[src/rtl/ctrl_saida_pkg.sv]
// ctrl_saida_pkg
//   Shared definitions for the sai result bus: controller state encodings,
//   sai code constants (also used by the code-entry FSM), a code classifier
//   and a small integer helper for sizing the pulse timer.
package ctrl_saida_pkg;

  typedef enum logic [2:0] {
    S_IDLE  = 3'd0,
    S_TRACK = 3'd1,
    S_ACAO  = 3'd2,
    S_HORA  = 3'd3,
    S_ALARM = 3'd4
  } state_t;

  typedef enum logic [2:0] {
    K_NONE = 3'd0,
    K_POS  = 3'd1,
    K_ERR  = 3'd2,
    K_ACAO = 3'd3,
    K_HORA = 3'd4
  } kind_t;

  localparam logic [3:0] COD_P1   = 4'b0001;
  localparam logic [3:0] COD_P2   = 4'b0010;
  localparam logic [3:0] COD_P3   = 4'b0011;
  localparam logic [3:0] COD_P4   = 4'b0100;
  localparam logic [3:0] COD_P5   = 4'b0101;
  localparam logic [3:0] COD_ERR  = 4'b1000;
  localparam logic [3:0] COD_ACAO = 4'b1001;
  localparam logic [3:0] COD_HORA = 4'b1010;

  function automatic kind_t decode(input logic [3:0] c);
    kind_t k;
    case (c)
      COD_P1, COD_P2, COD_P3, COD_P4, COD_P5: k = K_POS;
      COD_ERR:  k = K_ERR;
      COD_ACAO: k = K_ACAO;
      COD_HORA: k = K_HORA;
      default:  k = K_NONE;
    endcase
    return k;
  endfunction

  function automatic int max3(input int a, input int b, input int c);
    int m;
    m = (a > b) ? a : b;
    return (m > c) ? m : c;
  endfunction

endpackage

[src/rtl/ctrl_saida_pulse_timer.sv]
// pulse_timer
//   Loadable down-counter. Loads load_val when load is high, otherwise counts
//   down and parks at zero. expired is high while the count is zero.
// Ports
//   clk       system clock
//   rst       synchronous active-low reset (count cleared)
//   load      load request
//   load_val  value loaded (pulse length minus one)
//   expired   count == 0
module pulse_timer #(
  parameter int W = 4
) (
  input  logic         clk,
  input  logic         rst,
  input  logic         load,
  input  logic [W-1:0] load_val,
  output logic         expired
);

  logic [W-1:0] cnt;

  always_ff @(posedge clk) begin
    if (!rst) begin
      cnt <= '0;
    end else if (load) begin
      cnt <= load_val;
    end else if (cnt != '0) begin
      cnt <= cnt - W'(1);
    end
  end

  assign expired = (cnt == '0);

endmodule

[src/rtl/ctrl_saida.sv]
// ctrl_saida
//   Consumer of the code FSM result bus. Each change of sai is one event;
//   events become position LEDs, timed action/hour pulses and an error alarm
//   with a saturating error counter. All outputs are registered.
// Ports
//   clk       system clock
//   rst       synchronous active-low reset
//   sai       held-level code bus from the code FSM
//   led       one-hot current position (bit P-1), 0 = none
//   last_pos  last accepted position 1..5, 0 after reset
//   acao      action pulse, ACAO_CYC cycles
//   hora      hour pulse, HORA_CYC cycles
//   alarm     error pulse, ALARM_CYC cycles, retriggerable
//   busy      high in ACAO/HORA/ALARM
//   err_cnt   saturating error event count
//
// state   | meaning
// S_IDLE  | no position known, waiting for a position code
// S_TRACK | tracking position, action/hour codes accepted
// S_ACAO  | action pulse running, only ERR accepted
// S_HORA  | hour pulse running, only ERR accepted
// S_ALARM | alarm pulse running, ERR retriggers
module ctrl_saida
  import ctrl_saida_pkg::*;
#(
  parameter int ACAO_CYC  = 16,
  parameter int HORA_CYC  = 32,
  parameter int ALARM_CYC = 8,
  parameter int CNT_W     = 8
) (
  input  logic             clk,
  input  logic             rst,
  input  logic [3:0]       sai,
  output logic [4:0]       led,
  output logic [2:0]       last_pos,
  output logic             acao,
  output logic             hora,
  output logic             alarm,
  output logic             busy,
  output logic [CNT_W-1:0] err_cnt
);

  localparam int TMAX = max3(ACAO_CYC, HORA_CYC, ALARM_CYC);
  localparam int TW   = (TMAX > 1) ? $clog2(TMAX) : 1;

  localparam logic [TW-1:0]    LD_ACAO  = TW'(ACAO_CYC - 1);
  localparam logic [TW-1:0]    LD_HORA  = TW'(HORA_CYC - 1);
  localparam logic [TW-1:0]    LD_ALARM = TW'(ALARM_CYC - 1);
  localparam logic [CNT_W-1:0] CNT_MAX  = '1;

  state_t           state, st_eff, st_n;
  logic [3:0]       code_q;
  logic             new_evt;
  kind_t            kind;
  logic             expired;
  logic             t_load;
  logic [TW-1:0]    t_val;
  logic [4:0]       led_n;
  logic [2:0]       last_n;
  logic [CNT_W-1:0] cnt_n;
  logic [CNT_W-1:0] cnt_inc;

  // code_q also follows sai during reset, so a code held through reset is
  // not mistaken for a fresh event when reset is released.
  always_ff @(posedge clk) begin
    code_q <= sai;
  end

  assign new_evt = (sai != code_q);
  assign kind    = decode(sai);
  assign cnt_inc = (err_cnt == CNT_MAX) ? err_cnt : err_cnt + CNT_W'(1);

  pulse_timer #(.W(TW)) u_timer (
    .clk      (clk),
    .rst      (rst),
    .load     (t_load),
    .load_val (t_val),
    .expired  (expired)
  );

  always_comb begin
    st_eff = state;
    led_n  = led;
    last_n = last_pos;
    cnt_n  = err_cnt;
    t_load = 1'b0;
    t_val  = '0;

    // A pulse that ends this cycle hands the event to the state it returns to.
    if ((state == S_ACAO || state == S_HORA) && expired) begin
      st_eff = S_TRACK;
    end else if (state == S_ALARM && expired) begin
      st_eff = S_IDLE;
    end
    st_n = st_eff;

    if (new_evt) begin
      case (st_eff)
        S_IDLE: begin
          if (kind == K_POS) begin
            st_n   = S_TRACK;
            led_n  = 5'b00001 << (sai[2:0] - 3'd1);
            last_n = sai[2:0];
          end else if (kind == K_ERR || kind == K_ACAO || kind == K_HORA) begin
            st_n   = S_ALARM;
            t_load = 1'b1;
            t_val  = LD_ALARM;
            cnt_n  = cnt_inc;
          end
        end
        S_TRACK: begin
          case (kind)
            K_POS: begin
              led_n  = 5'b00001 << (sai[2:0] - 3'd1);
              last_n = sai[2:0];
            end
            K_ACAO: begin
              st_n   = S_ACAO;
              t_load = 1'b1;
              t_val  = LD_ACAO;
            end
            K_HORA: begin
              st_n   = S_HORA;
              t_load = 1'b1;
              t_val  = LD_HORA;
            end
            K_ERR: begin
              st_n   = S_ALARM;
              t_load = 1'b1;
              t_val  = LD_ALARM;
              cnt_n  = cnt_inc;
            end
            default: ;
          endcase
        end
        S_ACAO, S_HORA, S_ALARM: begin
          if (kind == K_ERR) begin
            st_n   = S_ALARM;
            t_load = 1'b1;
            t_val  = LD_ALARM;
            cnt_n  = cnt_inc;
          end
        end
        default: ;
      endcase
    end

    if (st_n == S_ALARM) begin
      led_n = '0;
    end
  end

  always_ff @(posedge clk) begin
    if (!rst) begin
      state    <= S_IDLE;
      led      <= '0;
      last_pos <= '0;
      acao     <= 1'b0;
      hora     <= 1'b0;
      alarm    <= 1'b0;
      busy     <= 1'b0;
      err_cnt  <= '0;
    end else begin
      state    <= st_n;
      led      <= led_n;
      last_pos <= last_n;
      acao     <= (st_n == S_ACAO);
      hora     <= (st_n == S_HORA);
      alarm    <= (st_n == S_ALARM);
      busy     <= (st_n == S_ACAO) || (st_n == S_HORA) || (st_n == S_ALARM);
      err_cnt  <= cnt_n;
    end
  end

endmodule

[config.mk]
export PLATFORM = sky130hd
export DESIGN_NAME = ctrl_saida
export DESIGN_NICKNAME = d
export VERILOG_FILES = /design/src/rtl/ctrl_saida_pkg.sv /design/src/rtl/ctrl_saida_pulse_timer.sv /design/src/rtl/ctrl_saida.sv
export SDC_FILE = /design/constraint.sdc
export NUM_CORES = 1
export LEC_CHECK = 0
export ABC_AREA = 1
export CORE_ASPECT_RATIO = 2
export CORE_MARGIN = 5
export CORE_UTILIZATION = 40
export CTS_CLUSTER_DIAMETER = 120
export DETAILED_ROUTE_END_ITERATION = 7
export GPL_TIMING_DRIVEN = 0
export PLACE_DENSITY = 0.58
export SKIP_LAST_GASP = 1
export SLEW_MARGIN = 5
export SYNTH_ARGS = -nofsm -noshare
export SYNTH_HDL_FRONTEND = slang
export SYNTH_SLANG_ARGS = --single-unit
[constraint.sdc]
create_clock -name clk -period 4.1 [get_ports clk]
set_input_delay 1.23 -clock clk [delete_from_list [all_inputs] [get_ports clk]]
set_output_delay 1.23 -clock clk [all_outputs]
set_load 0.02 [all_outputs]
# Yosys cells after proc, flatten, opt, wreduce, memory -nomap -nowiden
# Memory sizes are Yosys's and may differ from the RTL's.
# Cells that the tools add are included.
# classes
add_sub_neg	3
n_eq_ne	19
n_mux	27
bitwise_logic	1
reduce_logical	19
shifts	1
# ops
op	n
two-way mux 8 bit	4
one-hot mux 5 bit (3 select lines)	2
two-way mux 3 bit	9
equality test 3 x 2 -> 1 bit (second input constant)	8
one-hot mux 3 bit (3 select lines)	2
one-hot mux 8 bit (2 select lines)	1
two-way mux 5 bit	3
equality test 3 bit (second input constant)	4
adder 8 x 1 -> 8 bit (second input constant)	1
equality test 8 bit (second input constant)	1
equality test 3 x 1 -> 1 bit (second input constant)	2
OR reduction 3 bit	2
zero test 5 bit	1
logical OR 1 bit	5
two-way mux 1 bit	5
AND reduction 5 bit	1
nonzero test 5 bit	1
<< shifter 1 x 3 -> 5 bit (first input constant)	1
subtractor 5 x 1 -> 5 bit (second input constant)	1
inequality test 2 bit (second input constant)	2
inequality test 4 bit	1
nonzero test 2 bit	2
OR reduction 2 bit	2
OR reduction 4 bit	1
7 further kinds	8
# totals
romBits	48
out_inout_bits	20
memories	1
register_bits	32
in_bits	6
word_cells	81
# mem_list
memory	words	word_bits	rd	rd_clocked_by_memory_dff	write_ports	line_no	rtl
(no name shown)	16	3	1	0	0	ctrl_saida_pkg.sv:34	case (c)

# Depth between registers and ports, before layout
# Gate-level depths: netlist of run 1.
# depth
word_depth	11
depth_mapped	14
depth_no_buf	14

# Cells and area by module
# From an unflattened synthesis of run 1, not the netlist that was laid out.
# hier_totals
cells_unflattened	248
area_unflattened_um2	1734.2
# by_module_without_submodules
module	n_inst	seq_area_each_um2	cells_each	area_each_um2
ctrl_saida	1	540.5	206	1441.4
pulse_timer	1	100.1	42	292.8

# Worst setup path after synthesis of run 1
# No wires, ideal clock.
# synth_timing
path_type	input -> register
startpoint	input port sai[1]
endpoint	register led[0]
t_arrival_ns	2.220
path_stages	12
path_slack_ns	1.763
path_buffers	0
setup_ns	0.117
required_ns	3.983
cell_sequence	nor2_1 -> nand2_1 -> nor2_2 -> inv_2 -> nand2_1 -> nand3_1 -> nand2_1 -> nor2_1 -> nor2_2 -> nand3_2 -> nand2_2 -> nor2_1
# synth_between
elab_chain_len	10
word_cells_on_any_way	19
classes_between	add/sub (1); eq/ne (6); shift (1); mux (6); reduce/logical (4); memory (1)
# synth_lines
item	line_no	rtl
from (decl)	ctrl_saida.sv:33	input logic [3:0] sai,
memory read (16 x 3 bit)	n/a	
equality test 3 x 2 -> 1 bit, on equally long branches	ctrl_saida.sv:104, ctrl_saida.sv:112, ctrl_saida.sv:137	
logical OR 1 bit (2 in a row)	ctrl_saida.sv:104	end else if (kind == K_ERR || kind == K_ACAO || kind == K_HORA) begin
two-way mux 3 bit	ctrl_saida.sv:104	
two-way mux 3 bit	ctrl_saida.sv:100	if (kind == K_POS) begin
one-hot mux 3 bit (3 select lines)	ctrl_saida.sv:98	case (st_eff)
two-way mux 3 bit	ctrl_saida.sv:97	if (new_evt) begin
equality test 3 bit	ctrl_saida.sv:148	if (st_n == S_ALARM) begin
OR reduction 2 bit (no source line)	n/a	
to (signal assigned)	ctrl_saida.sv:165	led <= led_n;
to (decl)	ctrl_saida.sv:34	output logic [4:0] led,
# Several ways; a longest one is shown, not always the timed one.
# A chain may end at the register's enable or synchronous reset.

# Final worst setup path of run 1
# layout_timing
startpoint	input port sai[1]
endpoint	register led[1]
# The elaborated chain is that of the path after synthesis.

==> results by group, run 1 <==
STA
  – RSZ-0062 raised after global routing: false
  – Pin slew with the least headroom to its limit: between 500 and 600 ps
  – Max-slew headroom: 0.6202
  – Clock Skew: between 7 and 8 ps
  – Hold Slack: 471.9 ps
  – Tcrit/Tclk final: 0.7089
  – Slew Viols, Final: 0
  – Final Hold Viols: 0
  – Peak Freq: about 340 MHz
  – Final setup TNS: 0 ps
  – Tmin final: around 2900 ps
  – Count of final setup violators: 0

Logic synthesis
  – Share of the synthesized area in the top cell type: 0.3626
  – Post-synthesis cell count: approximately 240
  – Ys flop type: dfxtp_1
  – Sequential area share after synthesis: 0.3626
  – Yosys cell types: 29
  – Area leader, netlist: dfxtp_1
  – Post-synth EDFFs: 0
  – Post-Syn Nets: between 200 and 250
  – Synth warnings: 0
  – Asr flop ratio synth: 0
  – Top cells by area, synth: dfxtp_1 (36%), nand2_1 (13%), inv_1 (5.3%), nor2_1 (4.0%), a21oi_2 (4.0%)
  – Most common cell in the netlist: nand2_1
  – Synth cell count leaders: nand2_1 (61), dfxtp_1 (32), inv_1 (25)
  – Flops & latches, synth: 32
  – Syn_area_per_cell: between 7 and 8 µm²
  – Mapped cell area: approximately 0.0018 mm²

Power
  – Clock power share: 0.199
  – VDD IR-drop max: about 0.00036 V
  – Switch Pwr: ~480 µW
  – Switching share of power: 0.4129
  – Power per cell area: roughly 540 mW/mm²
  – Leak: between 0.9 and 1 nW
  – Combinational share of power: 0.444
  – Internal power: 684.2 µW
  – Reg power frac: 0.357

Layout
  – Storage element area: around 640 µm²
  – FILL cells: ~470
  – Layout net count: roughly 280
  – Post-route cell area: between 0.002 and 0.0025 mm²
  – Share of post-route cells with drive strength above 1: 0.1889
  – Multi-input gate area: around 0.001 mm²
  – Final std cells w/o fill: roughly 320
  – Area Growth Syn to Fin: 22.59%
  – Fin util: 0.4991
  – # diodes: 0

Floorplan
  – Core area: roughly 0.0043 mm²
  – IO Pins: 26
  – Starting density of the core: 0.4072
  – Die Y: roughly 100 µm
  – Rows: 34
  – Die width: around 57 µm
  – Die Area: about 0.0059 mm²

Critical path
  – Largest delay contributor family on the critical path: simple AND/OR/NAND/NOR gates
  – Max incr delay on CP: about 550 ps
  – CP max-delay cell: clkdlybuf4s50_1
  – CP Max Fanout: 8
  – Crit path buffers/inverters: 2
  – CP required: around 4300 ps
  – Crit path kind: in -> reg
  – Crit-path cells: clkdlybuf4s50_1, nor2_1, nand2_1, nor2_2, inv_2, nand2_1, nand3_1, nand2_1, nor2_1, nor2_2, nand3_2, nand2_2, nor2_1
  – CP startpoint kind: primary input
  – Worst Path Arrival: 3080 ps
  – Crit end category: flip-flop

Placement
  – Placed Area: approximately 0.0021 mm²
  – GP Congestion: 0.7934
  – I/O Buffers: 25
  – Placed cells: between 300 and 400
  – Post-DP HPWL: 3049 µm

GRT
  – Global route overflow: 0
  – Vias in the first global route: between 1500 and 2000
  – Largest net degree at the start of global routing: 11
  – Gr usage total: 0.1453
  – Antenna violations before repair: 0
  – First-pass GRT wire length: ~6900 µm

Run
  – Max-cap violations: 0

Route
  – Via/cell ratio: 4.719
  – Post-DRT Antenna Nets: 0
  – Vias: 1529
  – Iter 0 DRT Violations: 38
  – Wire per inst: 11.97 µm
  – Pre-antenna DRT Iters: 4
  – DRC viols: 0
  – Post-Route WL: just under 4000 µm

CTS
  – CTS tree: done
  – Clock latency on the worst-skew pair: 280 ps
  – # clock sinks: 32
  – Post-CTS Setup Inserts: 0
  – Reg clk slew, reported paths: 70 ps
  – H-Tree Level Count: 2
  – Max Root-Sink Buffers: 2
  – Cts repair resizes: 0
  – Num CTS Buffers: 5
  – Cts hold-fix bufs: 0
  – Clock Tree Root: clkbuf_8

Outcome
  – Status: finished, final reports clean

Worst hold path
  – Worst hold path type: reg -> reg
cell type report:
class                           count  area share
Buffer                              1    0.001733
Multi-Input combinational cell    174      0.4622
Clock buffer                        5     0.03177
Timing Repair Buffer               25      0.1155
Clock inverter                      2    0.005777
Sequential cell                    32      0.2958
Tap cell                           54     0.03120
Inverter                           31     0.05604
tightest hold or removal path: stages (launching register included):
cell     delay [ps]
dfxtp_1         320
nand2_1          60
a21oi_1          50
layout by cell type (no fill, tap or decap), types with 5 or more instances in the layout:
cell type / instances
inv_2: 5
o21ai_0: 10
nor2_2: 6
nor2_1: 19
inv_1: 25
nand3_1: 14
dfxtp_1: 32
xnor2_1: 6
a21oi_2: 8
clkdlybuf4s50_1: 25
nand2_1: 61
clkbuf_8: 5
a21oi_1: 6
xor2_1: 5
nand2_2: 9
final timing paths:
check / from / to / slack, ps / depth (start not counted)
max: sai[1] / led[1] / 1190 / 13
min: last_pos[0] / last_pos[0] / 470 / 2
max reg2reg: u_timer.cnt[0] / led[1] / 2170 / 13
min reg2reg: last_pos[0] / last_pos[0] / 470 / 2
cell families (layout without fill, tap and decap cells):
family / Yosys count / in the layout / synth area share
simple gates: 129 / 129 / 0.3676
flops: 32 / 32 / 0.3626
buf+inv: 32 / 64 / 0.07082
compound gates: 31 / 31 / 0.1232
xor+xnor: 11 / 11 / 0.05453
fa+ha+maj: 3 / 3 / 0.02125
registers in the layout, indices dropped and copies added (netlist names):
| name | flops |
|---|---|
| u_timer.cnt | 5 |
| alarm | 1 |
| err_cnt | 8 |
| hora | 1 |
| code_q | 4 |
| busy | 1 |
| acao | 1 |
| last_pos | 3 |
| state | 3 |
| led | 5 |
per-stage QoR:
stage / worst slack (ps) / total power, mW
2_1_floorplan: 1763 / 0.8059
4_1_cts: 1184 / 1.185
3_5_place_dp: 884.9 / 0.9492
5_1_grt: 983.8 / 1.265
6_report: 1194 / 1.165
3_3_place_gp: 908.2 / 0.9454
power groups by stage:
stage               Clock (mW)  Combinational (mW)  Sequential [mW]
floorplan                    0               0.360            0.446
global placement             0               0.523            0.423
detailed placement           0               0.526            0.423
CTS                      0.240               0.529            0.417
global route             0.252               0.587            0.427
finish                   0.231               0.518            0.416
metal layers:
metal  global-route usage  wire length, µm  up-vias
met4              0.06136               91        0
li1                     -                -      815
met3              0.03727              126        7
met5                    0                0        -
met1               0.1523             1532      684
met2               0.2627             2126       23
(Power assumes the default switching activity.)
==> run 2: changes to the inputs <==
Clock period 4.1 ns to 3 ns, I/O delays scaled along.
==> results of run 2 <==
The final DEF is identical to that of run 1. Status: finished, final reports clean.
Among the figures that moved: setup slack after placement 884.9 ps -> 114.9 ps; setup slack after layout 1194 ps -> 423.5 ps; register-to-register setup slack 2170 ps -> 1070 ps; total power 1.165 mW -> 1.593 mW; worst IR drop on VDD 0.0003581 V -> 0.0004894 V
==> run 3: changes to the inputs <==
Settings changed: CAP_MARGIN set to 15.
==> results of run 3 <==
The final DEF is identical to that of run 1. Status: finished, final reports clean.
Among the figures that moved: setup slack after placement 884.9 ps -> 114.9 ps; setup slack after layout 1194 ps -> 423.5 ps; register-to-register setup slack 2170 ps -> 1070 ps; total power 1.165 mW -> 1.593 mW; worst IR drop on VDD 0.0003581 V -> 0.0004894 V
